===== src/rtl/pong_sequencer.sv =====
// pong_sequencer: game-flow controller for the VGA pong datapath.
// Sequences idle, serve countdown, rally, point hold and game-over, owns
// both scores and drives the ball engine's run/reset/direction/step controls.
//
// Ports:
//   clk, rst                 pixel clock, synchronous active-high reset
//   frame_tick               one-cycle pulse per frame
//   miss_left, miss_right    one-cycle pulses: ball passed a paddle
//   serve_btn                serve/start button (level)
//   score_reset              clear game (level)
//   speed_msb, speed_lsb     base-speed select, sampled at rally start
//   ball_run, ball_reset     ball engine run / hold-at-centre
//   serve_dir                launch direction, 1 = right
//   ball_step[2:0]           pixels per frame, 1..7
//   score_left/right[3:0]    player scores
//   winner_left/right        game result, valid in OVER
//   state[2:0]               IDLE=0 SERVE=1 RALLY=2 POINT=3 OVER=4
//
// Build option: define PONG_AUTO_SERVE_EN to launch from SERVE as soon as
// the countdown expires; otherwise a serve edge at count 0 is required.
//
// state | meaning
// IDLE  | waiting for a serve edge, ball held at centre
// SERVE | countdown, ball held at centre
// RALLY | ball running, ramping speed
// POINT | ball frozen after a miss, countdown
// OVER  | game finished, winners valid

module pong_sequencer #(
   parameter int SERVE_FRAMES = 60,
   parameter int POINT_FRAMES = 90,
   parameter int WIN_SCORE    = 9,
   parameter int RAMP_FRAMES  = 300
) (
   input  logic       clk,
   input  logic       rst,
   input  logic       frame_tick,
   input  logic       miss_left,
   input  logic       miss_right,
   input  logic       serve_btn,
   input  logic       score_reset,
   input  logic       speed_lsb,
   input  logic       speed_msb,
   output logic       ball_run,
   output logic       ball_reset,
   output logic       serve_dir,
   output logic [2:0] ball_step,
   output logic [3:0] score_left,
   output logic [3:0] score_right,
   output logic       winner_left,
   output logic       winner_right,
   output logic [2:0] state
);

   localparam int CNT_MAX = (SERVE_FRAMES > POINT_FRAMES) ? SERVE_FRAMES : POINT_FRAMES;
   localparam int CW      = $clog2(CNT_MAX + 1);
   localparam int RW      = $clog2(RAMP_FRAMES + 1);

   localparam logic [CW-1:0] SERVE_LOAD = CW'(SERVE_FRAMES);
   localparam logic [CW-1:0] POINT_LOAD = CW'(POINT_FRAMES);
   localparam logic [RW-1:0] RAMP_LAST  = RW'(RAMP_FRAMES - 1);
   localparam logic [3:0]    WIN        = 4'(WIN_SCORE);

   typedef enum logic [2:0] {
      S_IDLE  = 3'd0,
      S_SERVE = 3'd1,
      S_RALLY = 3'd2,
      S_POINT = 3'd3,
      S_OVER  = 3'd4
   } state_t;

   state_t        state_q, state_d;
   logic [CW-1:0] cnt_q, cnt_d;
   logic [RW-1:0] ramp_q, ramp_d;
   logic [2:0]    step_q, step_d;
   logic [3:0]    sl_q, sl_d, sr_q, sr_d;
   logic          dir_q, dir_d;
   logic          run_q, run_d;
   logic          brst_q, brst_d;
   logic          wl_q, wl_d, wr_q, wr_d;
   logic          serve_q;
   logic          serve_edge;
   logic          launch;

   assign serve_edge = serve_btn & ~serve_q;

`ifdef PONG_AUTO_SERVE_EN
   assign launch = 1'b1;
`else
   // An early edge is simply not stored: only an edge seen at count 0 launches.
   assign launch = serve_edge;
`endif

   always_comb begin
      state_d = state_q;
      cnt_d   = cnt_q;
      ramp_d  = ramp_q;
      step_d  = step_q;
      sl_d    = sl_q;
      sr_d    = sr_q;
      dir_d   = dir_q;

      if (score_reset) begin
         state_d = S_IDLE;
         sl_d    = '0;
         sr_d    = '0;
         cnt_d   = '0;
         ramp_d  = '0;
      end else begin
         case (state_q)
            S_IDLE: begin
               if (serve_edge) begin
                  state_d = S_SERVE;
                  cnt_d   = SERVE_LOAD;
               end
            end
            S_SERVE: begin
               if (cnt_q == '0) begin
                  if (launch) begin
                     state_d = S_RALLY;
                     step_d  = 3'd1 + {1'b0, speed_msb, speed_lsb};
                     ramp_d  = '0;
                  end
               end else if (frame_tick) begin
                  cnt_d = cnt_q - 1'b1;
               end
            end
            S_RALLY: begin
               if (miss_left || miss_right) begin
                  if (miss_right && !miss_left) begin
                     if (sl_q < WIN) sl_d = sl_q + 4'd1;
                     dir_d = 1'b1;
                  end else if (miss_left && !miss_right) begin
                     if (sr_q < WIN) sr_d = sr_q + 4'd1;
                     dir_d = 1'b0;
                  end
                  state_d = S_POINT;
                  cnt_d   = POINT_LOAD;
               end else if (frame_tick) begin
                  if (ramp_q == RAMP_LAST) begin
                     ramp_d = '0;
                     if (step_q != 3'd7) step_d = step_q + 3'd1;
                  end else begin
                     ramp_d = ramp_q + 1'b1;
                  end
               end
            end
            S_POINT: begin
               if (cnt_q == '0) begin
                  if (sl_q >= WIN || sr_q >= WIN) begin
                     state_d = S_OVER;
                  end else begin
                     state_d = S_SERVE;
                     cnt_d   = SERVE_LOAD;
                  end
               end else if (frame_tick) begin
                  cnt_d = cnt_q - 1'b1;
               end
            end
            S_OVER: begin
               if (serve_edge) begin
                  sl_d    = '0;
                  sr_d    = '0;
                  state_d = S_SERVE;
                  cnt_d   = SERVE_LOAD;
               end
            end
            default: state_d = S_IDLE;
         endcase
      end

      // Outputs are registered from the next state so they line up with it.
      run_d  = (state_d == S_RALLY);
      brst_d = (state_d == S_IDLE) || (state_d == S_SERVE) || (state_d == S_OVER);
      wl_d   = (state_d == S_OVER) && (sl_d >= WIN);
      wr_d   = (state_d == S_OVER) && (sr_d >= WIN);
   end

   always_ff @(posedge clk) begin
      if (rst) begin
         state_q <= S_IDLE;
         cnt_q   <= '0;
         ramp_q  <= '0;
         step_q  <= 3'd1;
         sl_q    <= '0;
         sr_q    <= '0;
         dir_q   <= 1'b0;
         run_q   <= 1'b0;
         brst_q  <= 1'b1;
         wl_q    <= 1'b0;
         wr_q    <= 1'b0;
         serve_q <= 1'b0;
      end else begin
         state_q <= state_d;
         cnt_q   <= cnt_d;
         ramp_q  <= ramp_d;
         step_q  <= step_d;
         sl_q    <= sl_d;
         sr_q    <= sr_d;
         dir_q   <= dir_d;
         run_q   <= run_d;
         brst_q  <= brst_d;
         wl_q    <= wl_d;
         wr_q    <= wr_d;
         serve_q <= serve_btn;
      end
   end

   assign ball_run     = run_q;
   assign ball_reset   = brst_q;
   assign serve_dir    = dir_q;
   assign ball_step    = step_q;
   assign score_left   = sl_q;
   assign score_right  = sr_q;
   assign winner_left  = wl_q;
   assign winner_right = wr_q;
   assign state        = state_q;

endmodule


===== config.mk =====
export PLATFORM = sky130hd
export DESIGN_NAME = pong_sequencer
export DESIGN_NICKNAME = d
export VERILOG_FILES = /design/src/rtl/pong_sequencer.sv
export SDC_FILE = /design/constraint.sdc
export NUM_CORES = 1
export LEC_CHECK = 0
export BUFFER_PORTS_ARGS = -buffer_cell sky130_fd_sc_hd__clkbuf_2
export CAP_MARGIN = 10
export CORE_UTILIZATION = 55
export CTS_CLUSTER_SIZE = 30
export DETAILED_ROUTE_END_ITERATION = 8
export PLACE_DENSITY = 0.73
export REMOVE_ABC_BUFFERS = 1
export SLEW_MARGIN = 20
export SYNTH_ARGS = -nofsm -noshare
export SYNTH_HDL_FRONTEND = slang
export SYNTH_SLANG_ARGS = --single-unit

===== constraint.sdc =====
create_clock -name clk -period 2.87 [get_ports clk]
set_clock_uncertainty 0.15 [all_clocks]
set_input_delay 0.574 -clock clk [delete_from_list [all_inputs] [get_ports clk]]
set_output_delay 0.574 -clock clk [all_outputs]
set_load 0.005 [all_outputs]

# After elaboration in Yosys (flattened, before gate mapping)
# Index checks and enable logic that the tools add are counted.
# Widths: inputs -> output; s select.
[totals] wordCells=111 reg_bits=36 output_inout_bits=19 input_bits=9
[classes] bitwise_logic=3 add_sub_neg=6 order_cmp=6 muxes=43 reduce_logical=22 n_eq_ne=19
[ops] cell="$mux 9" n=5
[ops] cell="$mux 4" n=11
[ops] cell="$mux 7" n=6
[ops] cell="$mux 3" n=13
[ops] cell="$pmux 7 s4" n=1
[ops] cell="$pmux 9 s2" n=1
[ops] cell="$ge 4x4->1 const B" n=4
[ops] cell="$ne 2x2->1 const B" n=8
[ops] cell="$pmux 4 s2" n=2
[ops] cell="$pmux 3 s4" n=1
[ops] cell="$reduce_and 5->1" n=2
[ops] cell="$add 9x1->9 const B" n=1
[ops] cell="$eq 3x2->1 const B" n=3
[ops] cell="$eq 9x9->1 const B" n=1
[ops] cell="$add 4x1->4 const B" n=2
[ops] cell="$lt 4x4->1 const B" n=2
[ops] cell="$reduce_and 8->1" n=1
[ops] cell="$logic_not 7->1" n=1
[ops] cell="$sub 7x1->7 const B" n=1
[ops] cell="$eq 3x1->1 const B" n=2
[ops] cell="$eq 3x3->1 const B" n=2
[ops] cell="$logic_not 3->1" n=2
[ops] cell="$ne 3x3->1 const B" n=2
[ops] cell="$pmux 3 s2" n=1
[ops] cell="13 further kinds" n=24

# Logic depth before layout (Yosys ltp)
# Gate-level depths: netlist of run 1.
[depth] word_depth=9 mapped_depth=7 ltp_nobuf=7

# Least setup slack after synthesis of run 1
# Ideal clock, no wire load.
[synth_path] path_kind="input port to flip-flop" startpoint="input port miss_left" endpoint="register ramp_q[3]" required_time_ps=2649 path_buffers=0 setup_slack_ps=688 setup_time_ps=71 arrival_ps=1961 stages=7 cell_sequence="inv_1 ha_1 nor2_2 a221oi_4 nand2_4 or4_1 a21oi_1"
[synth_via] elab_chain_len=3
[synth_rtl] element="start, declared" line_no="38" rtl="input logic miss_left,"
[synth_rtl] element="$logic_or 1x1->1" line_no="129" rtl="if (miss_left || miss_right) begin"
[synth_rtl] element="$ne 2x2->1 (no source line)"
[synth_rtl] element="$reduce_and 5->1 (no source line)"
[synth_rtl] element="end signal, assigned" line_no="196" rtl="ramp_q <= ramp_d;"
[synth_rtl] element="end, declared" line_no="74" rtl="logic [RW-1:0] ramp_q, ramp_d;"
# No other way between the ends.
# A chain may end at the register's enable or synchronous reset.

# Worst setup path after layout of run 1
[layout_path] startpoint="register cnt_q[0]" endpoint="register run_q, in the netlist ball_run"
[layout_via] elab_chain_len=5 word_cells_on_any_way=6 classes_between="1 x eq/ne; 4 x mux; 1 x reduce/logical"
[layout_rtl] element="start, declared" line_no="73" rtl="logic [CW-1:0] cnt_q, cnt_d;"
[layout_rtl] element="start signal, assigned" line_no="195" rtl="cnt_q <= cnt_d;"
[layout_rtl] element="$logic_not 7->1 *" line_no="118, 149"
[layout_rtl] element="$mux 3, on equally long branches" line_no="149, 118"
[layout_rtl] element="$pmux 3 s4 *" line_no="110" rtl="case (state_q)"
[layout_rtl] element="$mux 3 *" line_no="103" rtl="if (score_reset) begin"
[layout_rtl] element="$eq 3x2->1 *" line_no="173" rtl="run_d = (state_d == S_RALLY);"
[layout_rtl] element="end signal, assigned" line_no="201" rtl="run_q <= run_d;"
[layout_rtl] element="end, declared" line_no="78" rtl="logic run_q, run_d;"
# Every way passes the cells marked *; elsewhere a longest branch is shown, timed or not.

==> flow_summary_export.csv, run 1 <==
group,metric,value,unit
outcome,status,"completed",
power,total_power,1.07,mW
timing,slew_headroom,0.501,
layout,fin_nets,321,
clock_tree,cts_max_level,2,
timing,worst_pin_slew,0.738,ns
clock_tree,post_cts_resized,0,
die,die_x,66.7,um
logic_synthesis,synth-edff-count,0,
timing,period_share,0.842,
placement,postPlaceCellArea,2480,um2
timing,fin_crit,2.42,ns
placement,dp_slack,0.396,ns
die,die_y,66.7,um
timing,rsz0062_at_grt,"no",
critical_path,setup.worst_path.end_class,"flop",
flow_run,maxCapViolCount,0,
timing,slew_violations,0,
clock_tree,cts-root-buf,"clkbuf_8",
logic_synthesis,yosys-top-cells-count,"36 x dfxtp_1, 28 x nor2_1, 20 x nand2_1",
clock_tree,clk_latency,0.29,ns
timing,finalSetupViolations,0,
timing,finalSetupTns,0,ns
layout,drive_above_1_share,0.189,
layout,stdcell_area,2590,um2
logic_synthesis,yosys-top-cells-area,"dfxtp_1 31%, ha_1 6.5%, nor2_1 4.6%, a21oi_1 3.7%, nand2_1 3.3%",
detailed_routing,via_count,2128,
placement,io_buffers,27,
critical_path,required,2.90,ns
detailed_routing,first_pass_iters,4,
global_route,grt_pass1_wl,9.27,mm
logic_synthesis,synth_warnings,0,
logic_synthesis,ys_async_sr_fraction,0,
timing,hold_ws,0.348,ns
placement,hpwl,3.85,mm
logic_synthesis,syn_avg_cell_area,8.43,um2
layout,fill_cells,351,
logic_synthesis,yosysTopAreaCellShare,0.313,
clock_tree,cts_buffers,5,
critical_path,crit_fanout,5,
timing,fmax,0.414,GHz
power,ir_worst_vdd,0.250,mV
detailed_routing,wl,5.48,mm
die,dieArea,4450,um2
detailed_routing,vias_per_cell,6.06,
detailed_routing,wl_per_cell,15.6,um
placement,globalplace.congestion,0.874,
die,core,4000,um2
logic_synthesis,syn_inst,273,
power,p_per_area,414,nW/um2
clock_tree,clkSlewWorstSetupHoldPaths,0.07,ns
timing,hold_viol_final,0,
clock_tree,cts.sinks,36,
logic_synthesis,synth.most_common_cell,"dfxtp_1",
die,rows,23,
clock_tree,cts_setup_buffers,0,
die,start_util,0.576,
global_route,grt_overflow,0,
die,ioPinCount,28,
logic_synthesis,synth_cell_types,65,
global_route,grt_pass1_vias,2018,
detailed_routing,ant_nets,0,
critical_path,start_kind,"flop",
global_route,antenna_found_initial,0,
logic_synthesis,synth_area_leader_cell,"dfxtp_1",
critical_path,crit_type,"reg2reg",
logic_synthesis,yosys_most_used_dff,"dfxtp_1",
clock_tree,cts_hold_buf,0,
logic_synthesis,seq_area_frac_synth,0.313,
detailed_routing,drc_errors,0,
hold_path,min_path_type,"reg2reg",
timing,fin_ws,0.454,ns
logic_synthesis,syn_area,2300,um2
detailed_routing,drtIter0Drc,134,
layout,diodes,0,
clock_tree,cts_tree,"done",
global_route,grt_max_degree,18,
layout,syn_to_final_growth,12.3,%
power,p_leak,1.07,nW
global_route,grtUsageTotal,0.270,
clock_tree,clockBufferDepth,2,
logic_synthesis,ys_ff_latch,36,
critical_path,arrival,2.44,ns
[power by group]
part / switching (mW) / internal [mW]
combinational: 0.0665 / 0.0448
clock: 0.184 / 0.258
sequential: 0.0115 / 0.505
[cells in the final DEF, fill, tap and decap left out, types with 3 or more instances in the layout]
cell        n
nand3b_1    3
clkbuf_2   27
nor2b_1     4
nor2_1     28
o21ai_1     3
mux2i_1     5
ha_1       12
nand4bb_1   3
nor4_1      3
o311a_1     3
nor3_1      5
nand3_1     9
a22oi_1     3
dfxtp_1    36
o22ai_1     4
buf_4       4
inv_1      16
nand2_1    20
and3_1      4
o21ai_0     8
o211a_1     3
clkbuf_8    5
or3b_1      3
nand2b_1    8
and2_1      5
a31oi_1     3
nand4_1     4
a21oi_1    17
[cells by family after synthesis]
| logic type | count (synthesis) | synth area share |
|---|---|---|
| simple gates | 117 | 0.305 |
| compound gates | 72 | 0.229 |
| flops | 36 | 0.313 |
| buf+inv | 27 | 0.0484 |
| fa+ha+maj | 12 | 0.0652 |
| mux | 7 | 0.0315 |
| xor+xnor | 2 | 0.00761 |
[per-stage QoR]
| step | utilization | std cells |
|---|---|---|
| 3_3_place_gp | 0.620 | 343 |
| 3_5_place_dp | 0.620 | 343 |
| 4_1_cts | 0.647 | 351 |
| 5_1_grt | 0.647 | 351 |
| 2_1_floorplan | - | 262 |
| 6_report | 0.647 | 351 |
[registers in the layout, indices dropped and copies added, names as in the netlist]
register / cells
winner_left: 1
ramp_q: 9
ball_run: 1
cnt_q: 7
score_left: 4
score_right: 4
serve_q: 1
ball_reset: 1
winner_right: 1
serve_dir: 1
state: 3
ball_step: 3
[worst max-delay path, stage by stage (launching register included)]
cell and delay [ns]:
dfxtp_1 0.33, inv_1 0.09, ha_1 0.26, nor4b_4 0.32, nand3_1 0.25, mux2i_1 0.19, or3_1 0.40, nor4_1 0.33
[path summary, 6_finish.rpt]
check                                from         to  slack [ns]  cells after the start
worst min-delay path            serve_dir  serve_dir        0.35                      2
worst max-delay path             cnt_q[0]   ball_run        0.45                      7
worst min register to register  serve_dir  serve_dir        0.35                      2
worst max register to register   cnt_q[0]   ball_run        0.45                      7
[metal layers]
layer	vias up	global-route usage	part of all wire
met5	-	0	0
met4	0	0.0878	0.013
met3	8	0.0565	0.038
met2	53	0.433	0.47
met1	1008	0.358	0.48
li1	1059	-	-
[area by class of cell]
| class | count | area, um2 | share of cell area |
|---|---|---|---|
| multi-input cells | 210 | 1470 | 0.568 |
| flip-flops and latches | 36 | 721 | 0.279 |
| repair buffers | 31 | 165 | 0.0639 |
| clock buffers | 6 | 72.6 | 0.0281 |
| well taps | 50 | 62.6 | 0.0242 |
| inverters | 16 | 60.1 | 0.0232 |
| clock inverters | 2 | 35.0 | 0.0135 |
(Power assumes the default switching activity.)
==> inputs of run 2 (changes only) <==
Settings changed: ABC_AREA from default to 1.
Clock period 2.87 ns to 2.53 ns, I/O delays scaled along.
==> flow_summary_export.csv, run 2 <==
group,metric,value,unit
power,p_per_area,437,nW/um2
timing,finalSetupViolations,0,
logic_synthesis,syn_area,2380,um2
logic_synthesis,syn_inst,378,
power,p_sw,0.339,mW
critical_path,critPathTopFamily,"simple AND/OR/NAND/NOR gates",
clock_tree,cts-root-buf,"clkbuf_8",
global_route,grt_overflow,0,
detailed_routing,wl_per_cell,11.3,um
power,p_leak,1.26,nW
power,ir_worst_vdd,0.256,mV
critical_path,required,2.62,ns
logic_synthesis,synth_cell_types,33,
clock_tree,post_cts_resized,0,
logic_synthesis,synth.most_common_cell,"nand2_1",
detailed_routing,via_count,2364,
logic_synthesis,syn_avg_cell_area,6.30,um2
placement,globalplace.congestion,0.893,
critical_path,crit_start,"state[1]",
timing,slew_headroom,0.689,
logic_synthesis,yosys-top-cells-count,"119 x nand2_1, 46 x inv_1, 45 x nor2_1",
layout,regMostFlops,"ramp_q",
layout,top_regs,"ramp_q (9), cnt_q (7)",
outcome,status,"completed",
die,start_util,0.583,
layout,diodes,0,
critical_path,critPathSlowestCell,"dfxtp_1",
logic_synthesis,seq_area_frac_synth,0.303,
flow_run,maxCapViolCount,0,
die,rows,23,
detailed_routing,drc_errors,0,
clock_tree,clk_latency,0.30,ns
clock_tree,cts_setup_buffers,0,
detailed_routing,drtIter0Drc,135,
critical_path,cpPeakStageDelay,0.46,ns
placement,io_buffers,27,
global_route,grt_pass1_vias,2076,
logic_synthesis,synth_area_leader_cell,"dfxtp_1",
die,ioPinCount,28,
layout,largest_register_ffs,9,
layout,final_cell_mix,"119 x nand2_1, 46 x inv_1, 45 x nor2_1",
layout,final_common_cell,"nand2_1",
logic_synthesis,ys_async_sr_fraction,0,
clock_tree,cts.sinks,36,
detailed_routing,wl,5.22,mm
critical_path,arrival,2.16,ns
timing,fin_crit,2.07,ns
logic_synthesis,yosys-top-cells-area,"dfxtp_1 30%, nand2_1 19%, inv_1 7.2%, nor2_1 7.1%, nand3_1 6.9%",
global_route,antenna_found_initial,0,
critical_path,crit_path_cell_trace,"nand2_2 > nor2_8 > inv_2 > nand2_1 > nand2_1 > ha_1 > xnor2_1 > nand3_1 > a21oi_1",
global_route,grt_pass1_wl,8.81,mm
critical_path,start_kind,"flop",
critical_path,crit_type,"reg2reg",
clock_tree,clockBufferDepth,2,
logic_synthesis,synth-edff-count,0,
logic_synthesis,synth_warnings,0,
placement,hpwl,3.91,mm
clock_tree,cts_max_level,2,
timing,period_share,0.818,
timing,finalSetupTns,0,ns
critical_path,crit_fanout,18,
clock_tree,cts_tree,"done",
detailed_routing,vias_per_cell,5.12,
clock_tree,cts_hold_buf,0,
power,p_int,0.822,mW
die,die_y,67.8,um
logic_synthesis,yosys_most_used_dff,"dfxtp_1",
power,p_comb_frac,0.137,
timing,rsz0062_at_grt,"no",
layout,fill_cells,386,
hold_path,min_path_type,"in2reg",
hold_path,min_from,"serve_btn",
layout,drive_above_1_share,0.155,
timing,slew_violations,0,
placement,postPlaceCellArea,2570,um2
logic_synthesis,yosysTopAreaCellShare,0.303,
critical_path,r2r_start,"state[1]",
layout,syn_to_final_growth,11.5,%
layout,multi_input_area,1430,um2
detailed_routing,first_pass_iters,4,
timing,fmax,0.483,GHz
logic_synthesis,ys_ff_latch,36,
clock_tree,clkSlewWorstSetupHoldPaths,0.08,ns
die,core,4090,um2
critical_path,setup.worst_path.end_class,"flop",
die,die_x,67.8,um
global_route,grtUsageTotal,0.254,
timing,worst_pin_slew,0.466,ns
layout,fin_nets,432,
clock_tree,cts_buffers,5,
critical_path,crit_path_frequent_cell,"nand2_1",
power,pwr-share-clk,0.356,
timing,hold_ws,0.268,ns
power,swShare,0.292,
timing,hold_viol_final,0,
global_route,grt_max_degree,19,
layout,regArea,721,um2
detailed_routing,ant_nets,0,
die,dieArea,4600,um2
layout,stdcell_area,2660,um2
critical_path,critPathBufInv,1,
power,seq_power_share,0.507,
## run 2: final timing paths
kind / end / slack (ns) / depth (start not counted)
worst min-delay path: serve_q / 0.27 / 3
worst min register to register: serve_dir / 0.30 / 2
worst max register to register: ball_step[2] / 0.46 / 9
worst max-delay path: ball_step[2] / 0.46 / 9
## run 2: logic make-up (layout without fill, tap and decap cells)
group	after synthesis	after routing	synth area share
adders and majority gates	12	12	0.0630
xor gates and xnor gates	5	5	0.0184
buffers and inverters	57	91	0.0987
and+or+nand+nor	229	229	0.428
DFF	36	36	0.303
AOI/OAI and AO/OA	39	39	0.0898
## run 2: power groups by stage
| stage | registers [mW] | logic (mW) | clock network [mW] |
|---|---|---|---|
| after CTS | 0.589 | 0.159 | 0.426 |
| after global placement | 0.602 | 0.158 | 0 |
| after global routing | 0.590 | 0.182 | 0.447 |
| after floorplan | 0.600 | 0.115 | 0 |
| after detailed placement | 0.602 | 0.159 | 0 |
| final | 0.589 | 0.159 | 0.413 |
## run 2: worst min-delay path, cell delays in order
cell and delay (ns):
clkbuf_2 0.09, inv_1 0.04, nor2_1 0.03
## run 2: stage by stage
step / worst slack (ns) / utilization / total power, mW / std cells
2_1_floorplan: 0.676 / - / 0.714 / 374
3_3_place_gp: 0.468 / 0.629 / 0.760 / 454
3_5_place_dp: 0.394 / 0.629 / 0.761 / 454
4_1_cts: 0.461 / 0.650 / 1.17 / 462
5_1_grt: 0.270 / 0.650 / 1.22 / 462
6_report: 0.460 / 0.650 / 1.16 / 462
## run 2: area by class of cell
cell class,count,share of cell area
clock buffers,5,0.0259
clock inverters,3,0.00707
inverters,53,0.0758
multi-input cells,285,0.537
flip-flops and latches,36,0.271
well taps,50,0.0236
repair buffers,30,0.0593
## run 2: routing by layer
layer | vias to the layer above | track usage | part of all wire
li1 | 1258 | - | -
met1 | 1058 | 0.306 | 0.48
met2 | 39 | 0.446 | 0.47
met3 | 9 | 0.0517 | 0.033
met4 | 0 | 0.0885 | 0.015
met5 | - | 0 | 0
